<file path="src/rtl/binary_to_unary_ramp.sv">
// binary_to_unary_ramp: walks a registered thermometer code toward a
// requested level, one level every STEP_CYCLES clocks, then pulses done_o.
//
// Optional feature: define BIN2UNARY_ABORT_EN to add abort_i, which freezes
// the current level and ends an active ramp.
//
// Ports:
//   clk_i, rst_i     clock, asynchronous active-high reset
//   target_valid_i   a new target level is offered
//   target_ready_o   block is idle and accepts a target this cycle
//   target_i         requested level 0..UNARY_SIZE (larger values saturate)
//   abort_i          (BIN2UNARY_ABORT_EN only) stop an active ramp in place
//   unary_o          thermometer code, unary_o[k] = (k < level_o)
//   level_o          current level in binary
//   busy_o           a ramp is in progress
//   done_o           one-cycle pulse when the target is reached or aborted
module binary_to_unary_ramp #(
  parameter  int unsigned UNARY_SIZE  = 16,
  parameter  int unsigned STEP_CYCLES = 4,
  localparam int unsigned LEVEL_W     = $clog2(UNARY_SIZE + 1)
) (
  input  logic               clk_i,
  input  logic               rst_i,
  input  logic               target_valid_i,
  output logic               target_ready_o,
  input  logic [LEVEL_W-1:0] target_i,
`ifdef BIN2UNARY_ABORT_EN
  input  logic               abort_i,
`endif
  output logic               unary_o [UNARY_SIZE],
  output logic [LEVEL_W-1:0] level_o,
  output logic               busy_o,
  output logic               done_o
);

  localparam int unsigned          TIMER_W      = (STEP_CYCLES > 1) ? $clog2(STEP_CYCLES) : 1;
  localparam logic [TIMER_W-1:0]   TIMER_RELOAD = TIMER_W'(STEP_CYCLES - 1);
  localparam logic [LEVEL_W-1:0]   LEVEL_MAX    = LEVEL_W'(UNARY_SIZE);

  typedef enum logic [1:0] {
    IDLE = 2'd0,
    RAMP = 2'd1,
    DONE = 2'd2
  } state_e;

  state_e               state_q;
  state_e               state_d;
  logic [LEVEL_W-1:0]   level_d;
  logic [LEVEL_W-1:0]   target_q;
  logic [LEVEL_W-1:0]   target_d;
  logic [TIMER_W-1:0]   timer_q;
  logic [TIMER_W-1:0]   timer_d;
  logic [LEVEL_W-1:0]   target_sat_c;
  logic                 handshake_c;
  logic                 abort_c;

  // Ready is a decode of the state flop, held low while reset is applied so
  // the first edge after release can already take a target.
  assign target_ready_o = (state_q == IDLE) && !rst_i;

  // Next-state and datapath update.
  always_comb begin
    state_d      = state_q;
    level_d      = level_o;
    target_d     = target_q;
    timer_d      = timer_q;
    target_sat_c = (target_i > LEVEL_MAX) ? LEVEL_MAX : target_i;
    handshake_c  = target_valid_i && target_ready_o;
`ifdef BIN2UNARY_ABORT_EN
    abort_c      = abort_i;
`else
    abort_c      = 1'b0;
`endif

    case (state_q)
      IDLE: begin
        if (handshake_c) begin
          target_d = target_sat_c;
          if (target_sat_c == level_o) begin
            state_d = DONE;
          end else begin
            state_d = RAMP;
            timer_d = TIMER_RELOAD;
          end
        end
      end

      RAMP: begin
        if (abort_c) begin
          // Level stays where it is; the ramp simply ends.
          state_d = DONE;
        end else if (timer_q == '0) begin
          level_d = (target_q > level_o) ? level_o + LEVEL_W'(1)
                                         : level_o - LEVEL_W'(1);
          timer_d = TIMER_RELOAD;
          if (level_d == target_q) begin
            state_d = DONE;
          end
        end else begin
          timer_d = timer_q - TIMER_W'(1);
        end
      end

      DONE: begin
        state_d = IDLE;
      end

      default: begin
        state_d = IDLE;
      end
    endcase
  end

  // State, level, thermometer and status registers.
  always_ff @(posedge clk_i or posedge rst_i) begin
    if (rst_i) begin
      state_q  <= IDLE;
      level_o  <= '0;
      target_q <= '0;
      timer_q  <= '0;
      busy_o   <= 1'b0;
      done_o   <= 1'b0;
      for (int unsigned k = 0; k < UNARY_SIZE; k++) begin
        unary_o[k] <= 1'b0;
      end
    end else begin
      state_q  <= state_d;
      level_o  <= level_d;
      target_q <= target_d;
      timer_q  <= timer_d;
      busy_o   <= (state_d == RAMP);
      done_o   <= (state_d == DONE);
      for (int unsigned k = 0; k < UNARY_SIZE; k++) begin
        unary_o[k] <= (LEVEL_W'(k) < level_d);
      end
    end
  end

endmodule

</file>
<file path="config.mk">
export PLATFORM = sky130hd
export DESIGN_NAME = binary_to_unary_ramp
export DESIGN_NICKNAME = d
export VERILOG_FILES = /design/src/rtl/binary_to_unary_ramp.sv
export SDC_FILE = /design/constraint.sdc
export NUM_CORES = 1
export LEC_CHECK = 0
export BUFFER_PORTS_ARGS = -buffer_cell sky130_fd_sc_hd__buf_4
export CORE_MARGIN = 10
export CORE_UTILIZATION = 57
export CTS_BUF_LIST = sky130_fd_sc_hd__clkbuf_2 sky130_fd_sc_hd__clkbuf_4 sky130_fd_sc_hd__clkbuf_8
export CTS_CLUSTER_SIZE = 20
export DETAILED_ROUTE_END_ITERATION = 16
export GPL_ROUTABILITY_DRIVEN = 0
export GPL_TIMING_DRIVEN = 0
export HOLD_SLACK_MARGIN = 0.12
export PLACE_DENSITY_LB_ADDON = 0.25
export SYNTH_ARGS = -nofsm -noshare
export SYNTH_HDL_FRONTEND = slang
export SYNTH_SLANG_ARGS = --single-unit
</file>
<file path="constraint.sdc">
create_clock -name clk_i -period 3.91 [get_ports clk_i]
set_input_delay 0.782 -clock clk_i [delete_from_list [all_inputs] [get_ports clk_i]]
set_output_delay 0.782 -clock clk_i [all_outputs]
set_load 0.02 [all_outputs]
</file>
; ---- Word level (Yosys, flattened, before mapping)
; Cells that the tools add are included.
[totals]
inputBits = 8
wordCells = 71
output_inout_bits = 24
register_bits = 32
[classes]
mux = 13
addsub = 3
n_eq_ne = 7
n_reduce_logical = 8
n_lt_le_gt_ge = 18
[op_table]
columns = op, n
row1 = "4-bit by 5-bit less-than comparator with 1-bit output, first input constant", 8
row2 = "3-bit by 5-bit less-than comparator with 1-bit output, first input constant", 4
row3 = 5-bit two-way mux, 4
row4 = 2-bit two-way mux, 7
row5 = 5-bit == test, 2
row6 = "1-bit by 5-bit less-than comparator with 1-bit output, first input constant", 2
row7 = "2-bit by 5-bit less-than comparator with 1-bit output, first input constant", 2
row8 = 2-bit one-hot mux with 2 select lines, 2
row9 = "5-bit by 1-bit adder with 5-bit output, second input constant", 1
row10 = 5-bit greater-than comparator, 1
row11 = "5-bit greater-than comparator, second input constant", 1
row12 = "5-bit by 1-bit subtractor with 5-bit output, second input constant", 1
row13 = "2-bit by 1-bit == test with 1-bit output, second input constant", 2
row14 = 2-bit zero test, 2
row15 = "2-bit inequality test, second input constant", 2
row16 = 3-bit AND reduction, 1
row17 = "2-bit == test, second input constant", 1
row18 = 1-bit logical AND, 2
row19 = 2-bit AND reduction, 1
row20 = 2-bit nonzero test, 1
row21 = "2-bit by 1-bit subtractor with 2-bit output, second input constant", 1
row22 = 1-bit zero test, 1

; ---- Longest topological paths before layout
; Gate-level depths: netlist of the first run.
[depth]
word_depth = 7
depth_mapped = 14
mapped_depth_nobuf = 13

; ---- Worst setup path after synthesis of the first run
; No wires, ideal clock.
[synth_timing]
path_type = reg2reg
from = register level_o[1]
to = register unary_o[7] in the netlist's numbering
setup_time_ps = 136
path_stages_with_launch = 14
arrival_ps = 3108
slack_ps = 666
synth_period_minus_slack_ps = 3244
n_path_buf = 1
t_required_ps = 3774
path_cell_list = dfrtp_1 -> inv_1 -> ha_1 -> nand4_1 -> o221ai_1 -> o21ai_1 -> ha_1 -> nor2b_1 -> o21a_1 -> or3_1 -> a21o_1 -> a31oi_4 -> buf_4 -> o21ai_0
[synth_between]
elab_chain_cells = 5
word_cells_on_any_way = 7
classes_between = add/sub: 2 / order compare: 2 / mux: 3
[synth_rtl]
columns = item, line_no
row1 = "start, declared", 31  ; output logic [LEVEL_W-1:0] level_o,
row2 = "start signal, assigned", 128  ; level_o <= level_d;
row3 = 5-bit by 1-bit subtractor with 5-bit output (tied with other cells), 94  ; : level_o - LEVEL_W'(1);
row4 = 5-bit two-way mux, 93  ; level_d = (target_q > level_o) ? level_o + LEVEL_W'(1)
row5 = 5-bit two-way mux, 92  ; end else if (timer_q == '0) begin
row6 = 5-bit two-way mux *, 75  ; case (state_q)
row7 = 4-bit by 5-bit less-than comparator with 1-bit output *, 134  ; unary_o[k] <= (LEVEL_W'(k) < level_d);
row8 = "end signal, assigned by index", 134
row9 = "end, declared", 30  ; output logic unary_o [UNARY_SIZE],
; Every way passes the cells marked *; elsewhere a longest branch is shown, timed or not.
; A chain may end at the register's enable or synchronous reset.

; ---- Worst setup path in the final report of the first run
[layout_timing]
from = register level_o[1]
to = register unary_o[13] in the netlist's numbering
[layout_between]
elab_chain_cells = 5
word_cells_on_any_way = 7
classes_between = add/sub: 2 / order compare: 2 / mux: 3
[layout_rtl]
columns = item, line_no
row1 = 5-bit by 1-bit subtractor with 5-bit output (tied with other cells), 94
row2 = 5-bit two-way mux, 93
row3 = 5-bit two-way mux, 92
row4 = 5-bit two-way mux *, 75
row5 = 2-bit by 5-bit less-than comparator with 1-bit output *, 134
; Marked as above.

==> impl_metrics.py, run 1 <==
metrics = {
    "placed_design": {
        "dp_hpwl_um": 2826,
        "placed_cell_area_um2": 1932,
        "portBuffers": 30,
        "dpl.cell_count": 228,
    },
    "final_layout": {
        "final_cells": 235,
        "layout-drive-gt1-share_pct": 22.06,
        "final_util_pct": 71.48,
        "layout_common_cells": "buf_4 (32), dfrtp_1 (31), nand2_1 (16), inv_1 (14), o21ai_0 (11)",
        "final-seq-area_um2": 775.7,
        "fillCellCount": 218,
        "stdcell_area_um2": 1988,
        "layout.nets": 222,
        "area_growth_pct": 19.20,
        "multi_input_comb_area_um2": 802.0,
        "antenna_cells": 0,
        "layout_commonest_cell": "buf_4",
    },
    "setup_path": {
        "reg2reg_to": "unary_o[13]",
        "rr_worst_depth": 12,
        "cp-start-kind": "flop",
        "r2r_start": "level_o[1]",
        "crit_fanout": 10,
        "path_buf_inv": 2,
        "required_ps": 4090,
        "r2r_setup_slack_ps": 300,
        "cp_top_family": "compound AO/OA/AOI/OAI gates",
        "worstPathCellList": "inv_1, ha_1, nand4_1, o21ai_1, ha_1, nor2b_1, o21a_1, or3_1, a21o_1, a31oi_4, buf_4, nand3_1",
        "critPathMaxStageDelay_ps": 530,
        "cp-end-kind": "flop",
        "crit_top_cell": "ha_1",
        "critPathArrivalTime_ps": 3780,
        "critPathKind": "reg -> reg",
        "cp_slowest_cell": "dfrtp_1",
    },
    "route": {
        "num_vias": 1319,
        "wire_per_inst_um": 15.07,
        "drt_iter0_markers": 72,
        "routed_wirelength_um": 3541,
        "drc_errors": 0,
        "avgViaCountPerCell": 5.613,
        "ant_nets": 0,
        "drt_pass1_iterations": 4,
    },
    "cts": {
        "postCtsResizedCells": 0,
        "clk_latency_ps": 320,
        "cts_tree": "yes",
        "cts_max_path_buffers": 2,
        "cts_root_buf": "clkbuf_4",
        "clock_sinks": 31,
        "cts_buffers": 5,
        "post_cts_buffers": 0,
        "clk_pin_slew_ps": 90,
        "ctsHoldBuffers": 0,
        "h-tree-depth": 2,
    },
    "die": {
        "dieWidth_um": 74.09,
        "core_area_um2": 2781,
        "die_y_um": 74.09,
        "ios": 32,
        "die_area_um2": 5489,
        "start_util_pct": 59.96,
        "core.rowCount": 19,
    },
    "synthesis": {
        "netlist_area_um2": 1668,
        "ys_async_sr_fraction_pct": 100.0,
        "synth_largest_area_cell": "dfrtp_1",
        "syn-mean-instance-area_um2": 9.987,
        "syn-num-nets": 185,
        "synth_cell_types": 43,
        "synth_edf_count": 0,
        "synth.top_cell.area_share_pct": 46.51,
        "yosys_warnings": 0,
        "ys_ff_latch": 31,
        "synthCells": 167,
        "synthFlopType": "dfrtp_1",
        "ys_seq_area_share_pct": 46.51,
        "synthTopCellsByArea": "dfrtp_1 (47%), ha_1 (6.8%), nand2_1 (3.6%)",
    },
    "hold_path": {
        "min_from": "target_q[3]",
        "hold_class": "reg -> reg",
        "min_path_cells": 2,
        "holdPathEnd": "target_q[3]",
    },
    "global_routing": {
        "grt_usage_pct": 13.81,
        "grt_pass1_wl_um": 5927,
        "grt_pass1_vias": 1342,
        "gr-total-overflow": 0,
        "grt_max_degree": 32,
        "antenna_found_initial": 0,
    },
    "timing": {
        "rsz0062_at_grt": "false",
        "layout_min_cycle_time_ps": 3607,
        "timing.final.hold_violations": 0,
        "tns_ps": 0,
        "timing.fmax_mhz": 277.3,
        "setup_violations": 0,
        "fin_crit_sh_pct": 92.24,
        "tightest_slew_ps": 1129,
        "fin_skew_ps": 10.16,
        "maxSlewViolCount": 0,
        "slew_headroom_pct": 24.63,
    },
    "status": {
        "status": "completed",
    },
    "job": {
        "maxCapViolCount": 0,
    },
}
## worst min-delay path, delay by kind of cell (launching register included)
kind               cells  cell delay [ps]
AOI/OAI and AO/OA      1               60
DFF                    1              390
and+or+nand+nor        1               60
## per-layer routing
metal | part of all wire [%] | GRT usage, %
met1 | 40 | 14.48
met2 | 50 | 23.48
met3 | 7.3 | 5.718
met4 | 2.0 | 6.625
met5 | 0 | 0
## registers in the layout, indices dropped and copies added (netlist names)
name / cells
target_q: 5
timer_q: 2
level_o: 5
unary_o: 15
busy_o: 1
state_q: 2
done_o: 1
## cell type report
type,count,area share [%]
clock inverters,1,0.2517
inverters,14,2.643
flip-flops and latches,31,39.02
well taps,31,1.951
multi-input cells,115,40.34
clock buffers,6,2.580
repair buffers,30,11.33
plain buffers,7,1.888
## cells by family after synthesis
kind of cell               Yosys count  synth area share (%)
AOI/OAI and AO/OA                   39                 15.98
xor gates and xnor gates            10                 6.076
adders and majority gates           10                 7.952
buffers and inverters               21                 5.401
DFF                                 31                 46.51
muxes                                1                0.6751
and+or+nand+nor                     55                 17.41
## worst max path at each step
stage | start | to | slack (ps) | depth (start not counted)
3_3_place_gp | level_o[1] | unary_o[14] | 510 | 12
2_1_floorplan | level_o[1] | unary_o[7] | 670 | 13
4_1_cts | level_o[1] | unary_o[13] | 340 | 12
3_5_place_dp | level_o[1] | unary_o[13] | 370 | 12
6_report | level_o[1] | unary_o[13] | 300 | 12
5_1_grt | level_o[1] | unary_o[13] | 50 | 12
## per-stage QoR
stage                     hold WS (ps)  setup WS (ps)
after global routing             576.8          46.54
final                            546.9          303.4
after detailed placement         527.0          371.3
after global placement           520.3          510.3
after CTS                        547.6          340.7
after floorplan                  493.5          666.4
## Yosys cell counts, drive strengths merged, types with 5 or more instances
cell type and instances:
a21oi 8, dfrtp 31, ha 9, inv 14, nand2 16, nand3 9, nor2 7, o21ai 13
xnor2 5
Power of run 1 is not shown: default switching activity piles up to over one toggle a cycle in this logic, so the estimate is an artifact.
==> run 2, diff against run 1 <==
--- a/config.mk
+++ b/config.mk
@@ -7,7 +7,7 @@
 export LEC_CHECK = 0
 export BUFFER_PORTS_ARGS = -buffer_cell sky130_fd_sc_hd__buf_4
 export CORE_MARGIN = 10
-export CORE_UTILIZATION = 57
+export CORE_UTILIZATION = 51
 export CTS_BUF_LIST = sky130_fd_sc_hd__clkbuf_2 sky130_fd_sc_hd__clkbuf_4 sky130_fd_sc_hd__clkbuf_8
 export CTS_CLUSTER_SIZE = 20
 export DETAILED_ROUTE_END_ITERATION = 16
==> constraint.sdc (replaced) <==
create_clock -name clk_i -period 3.3 [get_ports clk_i]
set_input_delay 0.66 -clock clk_i [delete_from_list [all_inputs] [get_ports clk_i]]
set_output_delay 0.66 -clock clk_i [all_outputs]
set_load 0.02 [all_outputs]
==> impl_metrics.py, run 2 (synthesis results as in run 1) <==
metrics = {
    "status": {
        "status": "completed",
    },
    "cts": {
        "h-tree-depth": 2,
        "clk_pin_slew_ps": 110,
        "cts_buffers": 5,
        "clock_sinks": 31,
        "clk_latency_ps": 340,
        "cts_max_path_buffers": 2,
        "cts_root_buf": "clkbuf_4",
        "cts_tree": "yes",
    },
    "route": {
        "routed_wirelength_um": 3815,
        "avgViaCountPerCell": 5.410,
        "drt_pass1_iterations": 4,
        "drc_errors": 0,
        "ant_nets": 0,
        "drt_iter0_markers": 85,
        "num_vias": 1385,
        "wire_per_inst_um": 14.90,
    },
    "placed_design": {
        "portBuffers": 30,
        "dp_hpwl_um": 2906,
        "dpl.cell_count": 241,
    },
    "global_routing": {
        "grt_usage_pct": 13.08,
        "top_usage_layer": "met2",
        "antenna_found_initial": 0,
        "grt_max_degree": 32,
        "grt_use_met1_pct": 14.10,
        "gr-total-overflow": 0,
        "met2_usage_pct": 23.16,
        "grt_use_met3_pct": 4.196,
        "grt_pass1_wl_um": 6451,
        "grt_pass1_vias": 1425,
    },
    "setup_path": {
        "crit_fanout": 5,
        "cp-end-kind": "flop",
        "critPathKind": "reg -> reg",
        "cp-start-kind": "flop",
        "critPathArrivalTime_ps": 3350,
        "crit_top_cell": "ha_1",
        "cp_slowest_cell": "dfrtp_1",
        "worstPathCellList": "inv_1, ha_1, nand4_1, o221ai_1, o21ai_2, ha_1, nor2b_1, o21a_1, or3_1, a21o_1, a31oi_4, buf_4, o211ai_1",
        "critPathMaxStageDelay_ps": 390,
        "required_ps": 3490,
    },
    "timing": {
        "maxSlewViolCount": 0,
        "holdWs_ps": 557.8,
        "timing.fmax_mhz": 317.1,
        "tightest_slew_ps": 1121,
        "setup_violations": 0,
        "rsz0062_at_grt": "false",
        "layout_min_cycle_time_ps": 3154,
        "fin_skew_ps": 12.40,
        "slew_headroom_pct": 25.20,
        "fin_crit_sh_pct": 95.57,
        "timing.final.hold_violations": 0,
    },
    "die": {
        "die_area_um2": 5958,
        "core.rowCount": 20,
        "die_y_um": 77.19,
        "start_util_pct": 53.75,
        "ios": 32,
        "core_area_um2": 3103,
        "dieWidth_um": 77.19,
    },
    "final_layout": {
        "fillCellCount": 269,
        "final_util_pct": 67.54,
        "final_cells": 256,
        "layout.nets": 229,
        "reg_top3": "unary_o: 15 flops, level_o: 5 flops, target_q: 5 flops",
        "top_register": "unary_o",
        "area_growth_pct": 25.66,
        "layout_common_cells": "buf_4 (38), dfrtp_1 (29), nand2_1 (16), inv_1 (14), o21ai_0 (10)",
        "layout-drive-gt1-share_pct": 26.89,
        "layout_commonest_cell": "buf_4",
        "largest_reg_flops": 15,
        "antenna_cells": 0,
    },
    "hold_path": {
        "hold_class": "reg -> reg",
    },
    "job": {
        "maxCapViolCount": 0,
    },
}
## run 2: critical path: cells and delay by family (launching register included)
| family | cells | cell delay [ps] |
|---|---|---|
| AOI/OAI and AO/OA | 6 | 1050 |
| adders and majority gates | 2 | 650 |
| buffers and inverters | 2 | 270 |
| DFF | 1 | 390 |
| and+or+nand+nor | 3 | 640 |
## run 2: final timing paths
| check | start | end | slack (ps) | cells after the start |
|---|---|---|---|---|
| worst max-delay path | level_o[2] | unary_o[9] | 150 | 13 |
| worst min register to register | timer_q[1] | timer_q[1] | 560 | 2 |
| worst min-delay path | timer_q[1] | timer_q[1] | 560 | 2 |
| worst max register to register | level_o[2] | unary_o[9] | 150 | 13 |
| min in group asynchronous | rst_i | state_q[1] | 610 | 2 |
| max in group asynchronous | rst_i | level_o[4] | 1920 | 2 |
## run 2: cell type report
cell class	count	area (um^2)	share of cell area (%)
Multi-Input combinational cell	115	818.3	39.04
Sequential cell	31	778.2	37.13
Timing Repair Buffer	37	277.8	13.25
Clock buffer	7	65.06	3.104
Tap cell	44	55.05	2.627
Inverter	14	52.55	2.507
Buffer	7	41.29	1.970
Clock inverter	1	7.507	0.3582
## run 2: routing by layer
metal	vias up	routed length [um]
met5	-	0
met4	0	79
met3	8	188
met2	31	1968
met1	674	1578
li1	672	-
## run 2: timing repair
item / in CTS / in global routing
hold buffers: 0 / 0
gates resized for setup: 3 / 3
buffers inserted: 3 / 4
endpoints found under the setup margin: 18 / 18
pin swaps: 1 / 0
## run 2: through the flow
step | worst slack (ps) | cell area, um^2 | setup TNS (ps)
after floorplan | 56.42 | 1668 | 0
after global placement | -141.3 | 1948 | -1148
after detailed placement | -279.9 | 1948 | -3045
after CTS | 47.62 | 2049 | 0
after global routing | 26.54 | 2096 | 0
final | 146.2 | 2096 | 0
Power of run 2 is left out for the same reason.
